## config.mk

```make
export PLATFORM = sky130hd
export DESIGN_NAME = vga_console_master
export DESIGN_NICKNAME = d
export VERILOG_FILES = /design/src/rtl/vga_console_master.sv
export SDC_FILE = /design/constraint.sdc
export NUM_CORES = 1
export LEC_CHECK = 0
export CORE_UTILIZATION = 40
export DETAILED_ROUTE_END_ITERATION = 6
export PLACE_DENSITY_LB_ADDON = 0.05
export SETUP_SLACK_MARGIN = 0.3
export SLEW_MARGIN = 15
export SYNTH_ARGS = -nofsm -noshare
export SYNTH_HDL_FRONTEND = slang
export SYNTH_SLANG_ARGS = --single-unit
export TNS_END_PERCENT = 5
```

## constraint.sdc

```tcl
create_clock -name CLK_I -period 4 [get_ports CLK_I]
set_input_delay 0.8 -clock CLK_I [delete_from_list [all_inputs] [get_ports CLK_I]]
set_output_delay 0.8 -clock CLK_I [all_outputs]
set_load 0.02 [all_outputs]
```

## src/rtl/vga_console_master.sv

```systemverilog
// Byte-stream to VGA text-buffer Wishbone writer: owns the text cursor, writes
// character/colour planes and handles LF, CR, BS and FF (screen clear).
//   state    | meaning
//   IDLE     | ready for next character
//   WR_CHAR  | write character plane at cursor
//   GAP1     | bus idle between character and colour writes
//   WR_COL   | write colour plane at cursor, then advance cursor
//   CLR_CHAR | clear: write 0x20 to character plane at clear index
//   GAP2     | clear: bus idle between planes
//   CLR_COL  | clear: write latched colour to colour plane
//   GAP3     | clear: bus idle, step to next cell or finish
module vga_console_master #(
    parameter int TEXT_WIDTH  = 80,
    parameter int TEXT_HEIGHT = 60,
    parameter int ACK_TIMEOUT = 3
) (
    input  logic        CLK_I,
    input  logic        RST_I,
    input  logic [7:0]  char_data,
    input  logic [7:0]  char_colour,
    input  logic        char_valid,
    output logic        char_ready,
    output logic [14:0] ADR_O,
    output logic [7:0]  DAT_O,
    output logic        CYC_O,
    output logic        STB_O,
    output logic        WE_O,
    input  logic        ACK_I,
    output logic [6:0]  cursor_x,
    output logic [5:0]  cursor_y,
    output logic        busy
);

    localparam int CELLS = TEXT_WIDTH * TEXT_HEIGHT;
    localparam int TW = $clog2(ACK_TIMEOUT + 1);
    localparam logic [TW-1:0] TMR_LOAD = TW'(ACK_TIMEOUT - 1);

    typedef enum logic [2:0] {
        IDLE, WR_CHAR, GAP1, WR_COL, CLR_CHAR, GAP2, CLR_COL, GAP3
    } state_t;

    state_t         state_q, state_d;
    logic [6:0]     x_q, x_d;
    logic [5:0]     y_q, y_d;
    logic [7:0]     char_q, char_d;
    logic [7:0]     colour_q, colour_d;
    logic [12:0]    clr_q, clr_d;
    logic [TW-1:0]  tmr_q, tmr_d;

    logic           strobe, term;
    logic [12:0]    cell_idx;
    logic [5:0]     y_inc;
    logic [14:0]    adr;
    logic [7:0]     dat;

    assign cell_idx = 13'(y_q) * 13'(TEXT_WIDTH) + 13'(x_q);
    assign y_inc    = (y_q == 6'(TEXT_HEIGHT - 1)) ? 6'd0 : y_q + 6'd1;

    always_comb begin
        state_d  = state_q;
        x_d      = x_q;
        y_d      = y_q;
        char_d   = char_q;
        colour_d = colour_q;
        clr_d    = clr_q;
        adr      = '0;
        dat      = '0;
        strobe   = (state_q == WR_CHAR) || (state_q == WR_COL) ||
                   (state_q == CLR_CHAR) || (state_q == CLR_COL);
        term     = strobe && (ACK_I || (tmr_q == '0));
        // Timer reloads whenever the strobe is low; strobes are always separated by a low cycle.
        tmr_d    = strobe ? (term ? TMR_LOAD : tmr_q - TW'(1)) : TMR_LOAD;

        case (state_q)
            IDLE: begin
                if (char_valid) begin
                    char_d   = char_data;
                    colour_d = char_colour;
                    if (char_data >= 8'h20) begin
                        state_d = WR_CHAR;
                    end else begin
                        case (char_data)
                            8'h0A: begin
                                x_d = '0;
                                y_d = y_inc;
                            end
                            8'h0D: x_d = '0;
                            8'h08: begin
                                if (x_q != '0) begin
                                    x_d = x_q - 7'd1;
                                end else if (y_q != '0) begin
                                    x_d = 7'(TEXT_WIDTH - 1);
                                    y_d = y_q - 6'd1;
                                end
                            end
                            8'h0C: begin
                                clr_d   = '0;
                                state_d = CLR_CHAR;
                            end
                            default: ;
                        endcase
                    end
                end
            end
            WR_CHAR: begin
                adr = {2'b01, cell_idx};
                dat = char_q;
                if (term) state_d = GAP1;
            end
            GAP1: state_d = WR_COL;
            WR_COL: begin
                adr = {2'b10, cell_idx};
                dat = colour_q;
                if (term) begin
                    state_d = IDLE;
                    if (x_q == 7'(TEXT_WIDTH - 1)) begin
                        x_d = '0;
                        y_d = y_inc;
                    end else begin
                        x_d = x_q + 7'd1;
                    end
                end
            end
            CLR_CHAR: begin
                adr = {2'b01, clr_q};
                dat = 8'h20;
                if (term) state_d = GAP2;
            end
            GAP2: state_d = CLR_COL;
            CLR_COL: begin
                adr = {2'b10, clr_q};
                dat = colour_q;
                if (term) state_d = GAP3;
            end
            GAP3: begin
                if (clr_q == 13'(CELLS - 1)) begin
                    x_d     = '0;
                    y_d     = '0;
                    state_d = IDLE;
                end else begin
                    clr_d   = clr_q + 13'd1;
                    state_d = CLR_CHAR;
                end
            end
            default: state_d = IDLE;
        endcase
    end

    always_ff @(posedge CLK_I or negedge RST_I) begin
        if (!RST_I) begin
            state_q  <= IDLE;
            x_q      <= '0;
            y_q      <= '0;
            char_q   <= '0;
            colour_q <= '0;
            clr_q    <= '0;
            tmr_q    <= TMR_LOAD;
        end else begin
            state_q  <= state_d;
            x_q      <= x_d;
            y_q      <= y_d;
            char_q   <= char_d;
            colour_q <= colour_d;
            clr_q    <= clr_d;
            tmr_q    <= tmr_d;
        end
    end

    // Bus controls decode straight from the state flop so reset drops them asynchronously.
    assign STB_O      = strobe;
    assign CYC_O      = strobe;
    assign WE_O       = strobe;
    assign ADR_O      = adr;
    assign DAT_O      = dat;
    assign char_ready = (state_q == IDLE) && RST_I;
    assign busy       = (state_q != IDLE);
    assign cursor_x   = x_q;
    assign cursor_y   = y_q;

endmodule

```

# Word level (Yosys, flattened, before mapping)
# Index checks and enable logic that the tools add are counted.
[classes]
n_addsub = 7
mul = 1
n_lt_le_gt_ge = 1
eq_ne = 30
mux = 37
reduce_logical = 20
[op_table]
columns = ["operator", "n"]
rows = [
  ["15-bit one-hot mux with 4 select lines", 1],
  ["13-bit 2-to-1 mux", 4],
  ["7-bit 2-to-1 mux", 7],
  ["6-bit 2-to-1 mux", 8],
  ["8-bit by 4-bit == test with 1-bit output, second input constant", 4],
  ["13-bit one-hot mux with 2 select lines", 1],
  ["3-bit 2-to-1 mux", 8],
  ["3-bit one-hot mux with 8 select lines", 1],
  ["8-bit one-hot mux with 3 select lines", 1],
  ["7-bit one-hot mux with 3 select lines", 1],
  ["6-bit one-hot mux with 3 select lines", 1],
  ["2-bit != test, second input constant", 8],
  ["7-bit one-hot mux with 2 select lines", 1],
  ["13-bit by 1-bit adder with 13-bit output, second input constant", 1],
  ["13-bit by 7-bit adder with 13-bit output", 1],
  ["13-bit == test, second input constant", 1],
  ["3-bit == test, second input constant", 4],
  ["6-bit one-hot mux with 2 select lines", 1],
  ["6-bit by 3-bit multiplier with 9-bit output, second input constant", 1],
  ["9-bit AND reduction", 1],
  ["8-bit by 6-bit greater-or-equal comparator with 1-bit output, second input constant", 1],
  ["7-bit by 1-bit adder with 7-bit output, second input constant", 1],
  ["7-bit == test, second input constant", 1],
  ["7-bit AND reduction", 1],
  ["25 further kinds", 36],
]
[word_totals]
ff_bits = 47
input_bits = 20
output_inout_bits = 41
elab_cells = 103

# Longest topological paths before layout
[logic_depth]
depth_word = 7
ltp_mapped = 10
depth_no_buf = 10

# Least setup slack after synthesis
# Ideal clock, no wire load.
[synth_timing]
kind = "register to output"
from = "register y_q[1] (netlist: cursor_y[1])"
to = "output port ADR_O[11]"
arrival_time_ps = 2549
t_required_ps = 3200
slack_ps = 651
stages_incl_launch_ff = 10
path_buffers = 0
path_cell_list = "dfrtp_1 -> ha_1 -> ha_1 -> inv_1 -> fa_1 -> xnor2_1 -> nor2b_1 -> nand4b_1 -> xor2_1 -> o21ai_0"
[synth_via]
elab_chain_len = 3
[synth_lines]
columns = ["element", "line", "text"]
rows = [
  ["start, declared", "44", "logic [5:0] y_q, y_d;"],
  ["start signal, assigned", "161", "y_q <= y_d;"],
  ["6-bit by 3-bit multiplier with 9-bit output", "56", "assign cell_idx = 13'(y_q) * 13'(TEXT_WIDTH) + 13'(x_q);"],
  ["13-bit by 7-bit adder with 13-bit output", "56", ""],
  ["15-bit one-hot mux with 4 select lines", "74", "case (state_q)"],
  ["end, declared", "23", "output logic [14:0] ADR_O,"],
]
# Every way passes these cells.

# Final worst setup path
[layout_timing]
from = "register y_q[1] (netlist: cursor_y[1])"
to = "output port ADR_O[10]"
# Same word-level chain as after synthesis.

==> metrics.yaml <==
run_status:
  status: "finished, final reports clean"
routing:
  ant_nets: 0
  wire_per_inst_um: 16.0
  drc: 0
  wl_um: 8880
  viasPerCell: 5.52
  drtPass1Iterations: 5
  num_vias: 3067
  drtIter0Drc: 156
sta:
  clock.fmax_ghz: 0.268
  relSlewSlack: 0.577
  setup_ws_ns: 0.268
  rsz0062_at_grt: "true"
  period_needed_ns: 3.73
  setup_viol: 0
  final.setup.tns_ns: 0
  fin_skew_ns: 0.00713
  maxSlewViolCount: 0
  fin_crit_sh: 0.933
  hold_viol: 0
  tightest_slew_ns: 0.634
grt:
  grt_max_degree: 48
  grt_pass1_vias: 2952
  grtUsageTotal: 0.208
  antenna_found_initial: 0
  grt-ovfl-total: 0
  grt_first_pass_wirelength_um: 14900
clock_network:
  htree_num_levels: 2
  clk_latency_ns: 0.30
  cts_tree: "yes"
  cts.sinks: 47
  cts_buffer_depth: 2
  path_clk_slew_ns: 0.09
  root_buffer: "clkbuf_8"
  cts_hold_buf: 0
  tritoncts.num_buffers: 5
critical_path:
  r2r_end: "clr_q[12]"
  r2r_cells: 9
  crit_type: "reg -> out"
  required_ns: 3.20
  critPathLaunch: "cursor_y[1]"
  worstPathMaxFanout: 2
  crit_path_max_incr_delay_ns: 0.59
  ff2ff_setup_slack_ns: 1.24
  cp_cell_sequence: "ha_1 > ha_1 > inv_1 > fa_1 > xnor2_2 > nor2b_1 > nand2b_1 > xnor2_1 > a22o_1 > clkdlybuf4s50_1"
  critPathArrivalTime_ns: 2.93
  critPathLaunchType: "register"
  r2r_start: "state_q[0]"
  end_kind: "primary output"
  cp_slowest_cell: "clkdlybuf4s50_1"
  crit_end: "ADR_O[10]"
  worst_path_most_repeated_cell: "ha_1"
place:
  gp_congestion: 0.844
  place_area_um2: 4260
  dp.cells: 549
  hpwl_um: 6620
  pre_cts_slack_ns: 0.396
  portBuffers: 60
die:
  start_util: 0.421
  fp.dieW_um: 95.9
  die_area_um2: 9200
  rows: 33
  core_um2: 8380
  io_pins: 61
  die_h_um: 95.9
finish:
  final_cells: 556
  final_nets: 496
  nFillCells: 795
  multi_input_area_um2: 2200
  antenna_cells: 0
  regArea_um2: 1180
  area_growth_pct: 24.1
  fin_util: 0.522
  finish.instance_area_um2: 4380
  drive_gt1_frac: 0.144
synthesis:
  synth_top_area_share: 0.326
  ys_warn_count: 0
  synth_sequential_area_ratio: 0.334
  synth.largest_area_cell: "dfrtp_1"
  postSynth.asyncResetShare: 1.00
  synth_area_leaders: "dfrtp_1 33%, ha_1 8.2%, mux2_2 8.0%, nor2_1 4.5%, xor2_1 4.0%"
  netlist_instances: 390
  synth_cell_types: 60
  ys_top_cells_by_count: "46 x dfrtp_1, 42 x nor2_1, 30 x nand2_1, 25 x mux2_2, 23 x ha_1"
  synth_most_common_cell: "dfrtp_1"
  dominantRegCellSynth: "dfrtp_1"
  synth.avg_cell_area_um2: 9.05
  synth-edff-count: 0
  syn_area_um2: 3530
  syn_nets: 435
  ys_seq_elements: 47
run:
  maxCapViolCount: 0
pwr:
  powerDensity_nw_per_um2: 869
  p_leak_nw: 1.89
  vdd_drop_max_mv: 0.515
worst_hold_path:
  hold_class: "reg -> reg"
  min_from: "colour_q[7]"
-- per-stage QoR --
stage	hold slack, ns	total power, mW
finish	0.512	3.81
global route	0.531	4.11
CTS	0.516	3.82
detailed placement	0.494	3.45
global placement	0.488	3.42
floorplan	0.459	2.58
-- power breakdown --
group	total, mW	internal [mW]	switching, mW	leakage (nW)
clock	0.351	0.183	0.168	0.0502
sequential	0.892	0.684	0.208	0.567
combinational	2.56	1.20	1.37	1.27
total	3.81	2.07	1.74	1.89
-- worst max-delay path, delay by kind of cell, from the launching register on --
family	cells	cell delay (ns)
buffers and inverters	2	0.65
adder cells (fa/ha/maj)	3	0.87
AO/OA/AOI/OAI	1	0.13
XOR/XNOR	2	0.31
flip-flops	1	0.40
AND/OR/NAND/NOR	2	0.28
-- state kept, by name (all words and copies together), names as in the netlist --
| name | count |
|---|---|
| clr_q | 13 |
| tmr_q | 2 |
| char_q | 8 |
| colour_q | 8 |
| cursor_y | 6 |
| cursor_x | 7 |
| state_q | 3 |
-- cells in the final DEF (no fill, tap or decap), drive strengths merged, types with 8 or more instances in the layout --
| master | Yosys | routed |
|---|---|---|
| a21oi | 16 | 16 |
| o21ai | 28 | 28 |
| nor2b | 11 | 11 |
| xnor2 | 8 | 8 |
| clkdlybuf4s50 | 0 | 57 |
| nor3 | 8 | 8 |
| a22o | 11 | 11 |
| nand2 | 30 | 30 |
| nor2 | 43 | 43 |
| nand3 | 11 | 11 |
| nand4 | 8 | 8 |
| dfrtp | 46 | 46 |
| buf | 9 | 15 |
| ha | 23 | 23 |
| inv | 17 | 17 |
| xor2 | 16 | 16 |
| mux2 | 25 | 25 |
-- worst min path at each step --
stage                             end  slack (ns)  cells after the start
after floorplan             clr_q[12]        0.46                      1
after global placement    colour_q[1]        0.49                      1
after detailed placement  colour_q[7]        0.49                      1
after CTS                 colour_q[7]        0.52                      1
after global routing      colour_q[1]        0.53                      1
final                     colour_q[7]        0.51                      1
-- logic make-up (layout without fill, tap and decap cells) --
logic type / Yosys count / in the layout / synth area share
compound gates: 86 / 86 / 0.163
flops: 47 / 47 / 0.334
xor+xnor: 24 / 24 / 0.0596
simple gates: 143 / 143 / 0.216
mux: 28 / 28 / 0.0883
buf+inv: 37 / 98 / 0.0461
fa+ha+maj: 25 / 25 / 0.0929
-- layout make-up --
class / count / area share
Clock buffer: 5 / 0.0157
Clock inverter: 2 / 0.00857
Tap cell: 105 / 0.0300
Multi-Input combinational cell: 306 / 0.502
Inverter: 17 / 0.0146
Sequential cell: 47 / 0.269
Timing Repair Buffer: 74 / 0.160
-- repair_timing --
action / CTS / global route
buffers inserted: 0 / 0
gates cloned: 0 / 0
resized for setup: 2 / 2
endpoints found under the setup margin: 3 / 5
-- per-layer routing --
metal,wire [um],vias to the layer above,GRT usage
met1,4220,1480,0.279
met3,381,4,0.0324
li1,-,1512,-
met5,0,-,0
met4,69,0,0.0498
met2,4210,71,0.351
Note: power is estimated with default switching activity, not from simulation.
